--- src/rtl/knn_pkg.sv ---
// -----------------------------------------------------------------------------
// knn_pkg
// Shared definitions for the KNN distance path.
//   - FSM state encodings for the squared-distance producer.
//   - acc_width(): result width of the squared-distance accumulator. The sqrt
//     instantiation calls the same function so its WIDTH always matches.
// -----------------------------------------------------------------------------
package knn_pkg;

   // Producer FSM states (plain constants so legacy code can share them)
   localparam logic [1:0] S_WAIT = 2'd0;  // ready for the next element pair
   localparam logic [1:0] S_MUL  = 2'd1;  // shift-add squaring in progress
   localparam logic [1:0] S_DONE = 2'd2;  // distance presented downstream

   // Sum of dim squares of elem_width-bit values needs
   // 2*elem_width + clog2(dim) bits.
   function automatic int acc_width(input int elem_width, input int dim);
      return 2 * elem_width + $clog2(dim);
   endfunction

endpackage

--- src/rtl/sq_iter.sv ---
// -----------------------------------------------------------------------------
// sq_iter
// Iterative shift-add squarer. One operand bit is examined per clock, so a
// square takes exactly ELEM_WIDTH cycles after start_i.
// Ports:
//   clk_i    clock
//   rst_i    synchronous active-high reset, abandons any square in progress
//   start_i  load d_i and begin squaring (ignored handling while busy is the
//            caller's job; the caller only starts when idle)
//   d_i      operand (the absolute difference), ELEM_WIDTH bits
//   done_o   single-cycle pulse on the last iteration
//   prod_o   d*d, valid in the cycle done_o is high
// -----------------------------------------------------------------------------
module sq_iter #(
   parameter int ELEM_WIDTH = 8
) (
   input  logic                      clk_i,
   input  logic                      rst_i,
   input  logic                      start_i,
   input  logic [ELEM_WIDTH-1:0]     d_i,
   output logic                      done_o,
   output logic [2*ELEM_WIDTH-1:0]   prod_o
);

   localparam int JW = (ELEM_WIDTH > 1) ? $clog2(ELEM_WIDTH) : 1;

   logic [ELEM_WIDTH-1:0]   r_d;
   logic [2*ELEM_WIDTH-1:0] r_p;
   logic [JW-1:0]           r_j;
   logic                    r_busy;
   logic [2*ELEM_WIDTH-1:0] w_p_next;

   // Partial product including the current bit; exported directly so the
   // accumulator can add the finished square on the last iteration without
   // waiting an extra cycle.
   always_comb begin
      // NOTE: assign a default before any condition so no latch is inferred.
      w_p_next = r_p;
      if (r_d[r_j])
         w_p_next = r_p + ({{ELEM_WIDTH{1'b0}}, r_d} << r_j);
   end

   assign done_o = r_busy && (r_j == JW'(ELEM_WIDTH - 1));
   assign prod_o = w_p_next;

   always_ff @(posedge clk_i) begin
      if (rst_i) begin
         // NOTE: state updates use non-blocking assignments so every register
         // samples the pre-edge values regardless of statement order.
         r_d    <= '0;
         r_p    <= '0;
         r_j    <= '0;
         r_busy <= 1'b0;
      end else if (start_i) begin
         r_d    <= d_i;
         r_p    <= '0;
         r_j    <= '0;
         r_busy <= 1'b1;
      end else if (r_busy) begin
         r_p <= w_p_next;
         r_j <= r_j + JW'(1);
         if (done_o)
            r_busy <= 1'b0;
      end
   end

endmodule

--- src/rtl/sq_dist_accum.sv ---
// -----------------------------------------------------------------------------
// sq_dist_accum
// Streams DIM unsigned element pairs, squares each |a-b| with sq_iter and
// accumulates the squared Euclidean distance, then offers it on a valid/ready
// output that plugs straight into the sqrt unit.
// Ports:
//   clk_i    clock
//   rst_i    synchronous active-high reset; discards partial work
//   valid_i  element pair present on a_i/b_i
//   ready_o  pair accepted this cycle if valid_i (high only in S_WAIT)
//   a_i      query element, unsigned
//   b_i      reference element, unsigned
//   valid_o  dist_o holds a completed distance (S_DONE)
//   ready_i  downstream accepts dist_o
//   dist_o   accumulator; meaningful only while valid_o is high
// -----------------------------------------------------------------------------
module sq_dist_accum
   import knn_pkg::*;
#(
   parameter  int ELEM_WIDTH = 8,
   parameter  int DIM        = 4,
   localparam int ACC_WIDTH  = acc_width(ELEM_WIDTH, DIM)
) (
   input  logic                  clk_i,
   input  logic                  rst_i,
   input  logic                  valid_i,
   output logic                  ready_o,
   input  logic [ELEM_WIDTH-1:0] a_i,
   input  logic [ELEM_WIDTH-1:0] b_i,
   output logic                  valid_o,
   input  logic                  ready_i,
   output logic [ACC_WIDTH-1:0]  dist_o
);

   localparam int EW = $clog2(DIM);

   logic [1:0]              r_ps;
   logic [EW-1:0]           r_e;
   logic [ACC_WIDTH-1:0]    r_acc;

   logic                    w_accept;
   logic [ELEM_WIDTH:0]     w_diff;
   logic [ELEM_WIDTH-1:0]   w_abs;
   logic                    w_sq_done;
   logic [2*ELEM_WIDTH-1:0] w_sq;

   assign w_accept = (r_ps == S_WAIT) && valid_i;

   // |a-b| from a one-bit-wider subtract: the extra bit is the borrow, and a
   // borrow means the low bits hold b-a in two's complement, so negate them.
   always_comb begin
      w_diff = {1'b0, a_i} - {1'b0, b_i};
      w_abs  = w_diff[ELEM_WIDTH-1:0];
      if (w_diff[ELEM_WIDTH])
         w_abs = ~w_diff[ELEM_WIDTH-1:0] + ELEM_WIDTH'(1);
   end

   sq_iter #(
      .ELEM_WIDTH (ELEM_WIDTH)
   ) u_sq_iter (
      .clk_i   (clk_i),
      .rst_i   (rst_i),
      .start_i (w_accept),
      .d_i     (w_abs),
      .done_o  (w_sq_done),
      .prod_o  (w_sq)
   );

   always_ff @(posedge clk_i) begin
      if (rst_i) begin
         r_ps  <= S_WAIT;
         r_e   <= '0;
         r_acc <= '0;
      end else begin
         case (r_ps)
            S_WAIT: begin
               if (valid_i)
                  r_ps <= S_MUL;
            end
            S_MUL: begin
               if (w_sq_done) begin
                  r_acc <= r_acc + ACC_WIDTH'(w_sq);
                  if (r_e == EW'(DIM - 1)) begin
                     r_e  <= '0;
                     r_ps <= S_DONE;
                  end else begin
                     r_e  <= r_e + EW'(1);
                     r_ps <= S_WAIT;
                  end
               end
            end
            S_DONE: begin
               // Clearing here (not on the next accept) keeps the output
               // stable for the whole hold and starts each vector at zero.
               if (ready_i) begin
                  r_acc <= '0;
                  r_ps  <= S_WAIT;
               end
            end
            default: r_ps <= S_WAIT;
         endcase
      end
   end

   assign ready_o = (r_ps == S_WAIT);
   assign valid_o = (r_ps == S_DONE);
   assign dist_o  = r_acc;

endmodule

--- config.mk ---
export PLATFORM = sky130hd
export DESIGN_NAME = sq_dist_accum
export DESIGN_NICKNAME = d
export VERILOG_FILES = /design/src/rtl/knn_pkg.sv /design/src/rtl/sq_iter.sv /design/src/rtl/sq_dist_accum.sv
export SDC_FILE = /design/constraint.sdc
export NUM_CORES = 1
export LEC_CHECK = 0
export CAP_MARGIN = 20
export CORE_UTILIZATION = 50
export CTS_CLUSTER_DIAMETER = 200
export DETAILED_ROUTE_END_ITERATION = 10
export GPL_TIMING_DRIVEN = 1
export PLACE_DENSITY = 0.67
export SLEW_MARGIN = 20
export SYNTH_ARGS = -nofsm -noshare
export SYNTH_HDL_FRONTEND = slang
export SYNTH_SLANG_ARGS = --single-unit
--- constraint.sdc ---
create_clock -name clk_i -period 5.5 [get_ports clk_i]
set_input_delay 1.1 -clock clk_i [delete_from_list [all_inputs] [get_ports clk_i]]
set_output_delay 1.1 -clock clk_i [all_outputs]
set_load 0.005 [all_outputs]
==> impl_results.md <==
- Clock transition time at the flip-flop clock pins of the worst setup and hold paths: 0.10 ns
- Largest vdd supply drop: 99.57 uV
- Post-route design area: about 0.0048 mm2
- Sum of overflow across all layers after global routing: 0
- Netlist cell types: 61
- Endpoint of the worst hold-timing path: r_e[1]$_SDFFE_PP0P_
- Reg2Reg Capture Point: dist_o[16]$_SDFFE_PP0P_
- CORE AREA: 0.008217 mm2
- Fraction of layout cells with a size suffix above 1: 6.514%
- Post-synth EDFFs: 0
- Required arrival time at the worst endpoint: 5.70 ns
- Combined global-route utilization of all metal layers: 23.40%
- Register-to-register path setup slack: 0.62 ns
- Fin Setup TNS: 0 ns
- Run status: complete, no violations
- Number of register bits inferred by synthesis: 50
- Net Count, Synth: 605
- Synth warnings: 0
- Final antenna-violating net count: 0
- Slew Limit Headroom: 50.43%
- Standby leakage power: about 2 nW
- Syn Std Cell Area: about 0.0042 mm2
- Flop pwr share: 47.0%
- R2R depth: 19
- Final weighted congestion of routability-driven global placement: about 0.95
- Layout-stage area growth over the synthesis result: 13.08%
- Clock tree skew after final layout: 0.009544 ns
- Router iterations before antenna repair: 5
- Sequential fraction of the synthesis area: 23.61%
- Minimum clock period: 4.877 ns
- Hold path startpoint: r_e[1]$_SDFFE_PP0P_
- Final Hold Violating Endpoints: 0
- Highest-count cells in the layout ignoring fill and taps: sky130_fd_sc_hd__nand2_1 (62), sky130_fd_sc_hd__nor2_1 (53), sky130_fd_sc_hd__dfxtp_1 (50), sky130_fd_sc_hd__a21oi_1 (48), sky130_fd_sc_hd__ha_1 (43)
- Share of the cycle needed by the critical path after routing: 88.67%
- Inserted Clock Buffers: 5
- Post-cts hold buffer count: 0
- Max frequency: 0.2050 GHz
- Worst setup path class: reg2reg
- Net switching fraction of the power: 31.93%
- Max_cap viols: 0
- Vias in the first global route: between 3k and 4k
- Total routed wirelength: approximately 9700 um
- Unrepaired setup endpoints after global routing: no
- Clock sink count: 50
- Slew @ Worst Pin: roughly 0.74 ns
- Overall power of the completed layout: 0.8306 mW
- Maximum buffer depth of the clock tree: 2
- Largest cells by area after synthesis: sky130_fd_sc_hd__dfxtp_1 (24%), sky130_fd_sc_hd__ha_1 (13%), sky130_fd_sc_hd__a21oi_1 (5.7%)
- Share of synthesized flip-flops with an asynchronous set or reset: 0%
- Number of H-tree levels: 2
- Crit path max fanout: 17
- Primary FF master, synth: sky130_fd_sc_hd__dfxtp_1
- Wirelength per Cell: 14.45 um
- Gates resized, CTS repair: 0
- Most common library cell in the layout ignoring fill and taps: sky130_fd_sc_hd__nand2_1
- Worst hold-check path type: reg2reg
- Tightest hold margin: 0.4668 ns
- Setup crit start kind: flip-flop
- Clock root buffer: sky130_fd_sc_hd__clkbuf_8
- Average size of a mapped cell: 7.865 um2
- Via Count: ~3.8k
- Via-per-instance ratio: 5.709
- First-iteration detailed-routing DRC count: 155
- Logic gate share of total power: about a quarter
- Port buffer count: 39
- Number of pins with negative max-slew slack in the final report: 0
- PD cells: 173.3 mW/mm2
- Post-route DRC: 0
- Reg2Reg Launch Point: u_sq_iter.r_j[1]$_SDFFE_PP0P_
- Fill cells: 772
- Initial antenna violation count: 0
- Height of the die: 94.08 um
- Wire length of the first global-routing pass: around 17000 um
- Horizontal die dimension: 94.08 um
- Starting utilization of the core area: 51.59%
- # nets final: 633
- Floorplan die area: 0.008850 mm2
- Worst path max stage delay: 0.72 ns
- # rows: 33
- TritonCTS clock tree: done
- Diode insertion count for antenna repair: 0
- Hold path depth: 2
- Power share of the clock group: between 20 and 30%
- Internal power: roughly 0.57 mW
- Top-level port count: 40
- Total setup violations reported at the end of the flow: 0
- Most area-hungry cell type in the Yosys netlist: sky130_fd_sc_hd__dfxtp_1
- Count of buffers added by post-CTS timing repair for setup: 0
- Pin count of the biggest net entering global routing: 21
- Crit-path cells: mux2_2 -> mux2i_1 -> o22ai_1 -> ha_1 -> a21oi_1 -> nand2_1 -> nor2_1 -> o21bai_1 -> a21oi_1 -> xor2_1 -> o21ai_0 -> ha_1 -> a21oi_1 -> nand2b_1 -> o32ai_2 -> o32ai_1 -> o41ai_1 -> xor2_1 -> nor2_1
- Arrival time of the worst setup path: 5.08 ns
- Critical-path cell with the highest stage delay: sky130_fd_sc_hd__dfxtp_1
- Share of the synthesized area in the top cell type: roughly a quarter
- Insertion delay to the later sink of the worst-skew pair: around 0.32 ns
- Net switching power: 0.2652 mW
- Total half-perimeter wirelength after legalization and detailed placement: 7626 um
- Number of cells produced by synthesis: between 500 and 600
- Most used cell, CP: sky130_fd_sc_hd__a21oi_1
- Type of destination of the critical path: flip-flop
- Instance area after placement: 0.004695 mm2
[Yosys cell counts (all sizes together) (6+ instances only)]
cell type   n
nor3       10
nand2      62
and2        6
a21oi      49
dfxtp      50
mux2       10
o21ai      37
xor2       16
nor2       53
inv        21
ha         43
clkbuf     17
o22ai       8
xnor2      18
nand2b     11
a21o       10
a211oi      9
mux2i      15
nand3      11
[worst max path at each step]
| stage | start | end | slack (ns) | cells past startpoint |
|---|---|---|---|---|
| after floorplan | u_sq_iter.r_j[1]$_SDFFE_PP0P_ | dist_o[14]$_SDFFE_PP0P_ | 1.04 | 19 |
| after global placement | u_sq_iter.r_j[1]$_SDFFE_PP0P_ | dist_o[16]$_SDFFE_PP0P_ | 0.78 | 19 |
| after detailed placement | u_sq_iter.r_j[1]$_SDFFE_PP0P_ | dist_o[16]$_SDFFE_PP0P_ | 0.67 | 19 |
| after CTS | u_sq_iter.r_j[1]$_SDFFE_PP0P_ | dist_o[16]$_SDFFE_PP0P_ | 0.64 | 19 |
| after global routing | u_sq_iter.r_j[1]$_SDFFE_PP0P_ | dist_o[16]$_SDFFE_PP0P_ | 0.15 | 19 |
| final | u_sq_iter.r_j[1]$_SDFFE_PP0P_ | dist_o[16]$_SDFFE_PP0P_ | 0.62 | 19 |
[registers in the layout, summed over array words and instances, names as in the netlist]
register,flops
r_ps,2
u_sq_iter.r_j,3
u_sq_iter.r_busy,1
r_e,2
dist_o,18
u_sq_iter.r_d,8
u_sq_iter.r_p,16
[logic make-up (layout without fill, tap and decap cells)]
kind of cell    after synthesis  after routing  synth area share, %
compound gates              156            156                23.29
flops                        50             50                23.61
fa+ha+maj                    46             46                14.11
xor+xnor                     34             34                7.025
buf+inv                      43             72                4.132
mux                          27             27                7.556
simple gates                183            183                20.28
[critical path, delay by kind of cell (launching register included)]
kind / cells / cell delay (ns)
compound gates: 9 / 1.88
xor+xnor: 2 / 0.35
fa+ha+maj: 2 / 0.72
flops: 1 / 0.72
mux: 2 / 0.63
simple gates: 4 / 0.46
[through the flow]
stage               std cells  utilization, %  setup slack (ns)
finish                    673           58.34            0.6231
global route              673           58.34            0.1512
CTS                       673           58.34            0.6423
detailed placement        665           57.13            0.6670
global placement          665           57.13            0.7814
floorplan                 539               -             1.041
[layout make-up]
class	instances	area (um2)	share of cell area [%]
Inverter	21	78.83	1.644
Clock inverter	2	16.27	0.3393
Tap cell	105	131.4	2.741
Sequential cell	50	1001	20.88
Clock buffer	6	82.58	1.723
Multi-Input combinational cell	446	3063	63.90
Timing Repair Buffer	43	420.4	8.771
[per-layer routing]
metal	vias up	wire [um]	track usage, %
met5	-	0	0
met2	52	4544	38.99
met1	1779	4880	31.62
met3	9	215	3.722
li1	2002	-	-
met4	0	80	5.000
[power groups by stage]
| stage | Sequential, mW | Combinational (mW) | Clock (mW) |
|---|---|---|---|
| after CTS | 0.390 | 0.197 | 0.252 |
| after global placement | 0.398 | 0.191 | 0 |
| after global routing | 0.393 | 0.220 | 0.266 |
| final | 0.390 | 0.196 | 0.244 |
| after floorplan | 0.389 | 0.154 | 0 |
| after detailed placement | 0.399 | 0.196 | 0 |
(Power assumes the default switching activity.)
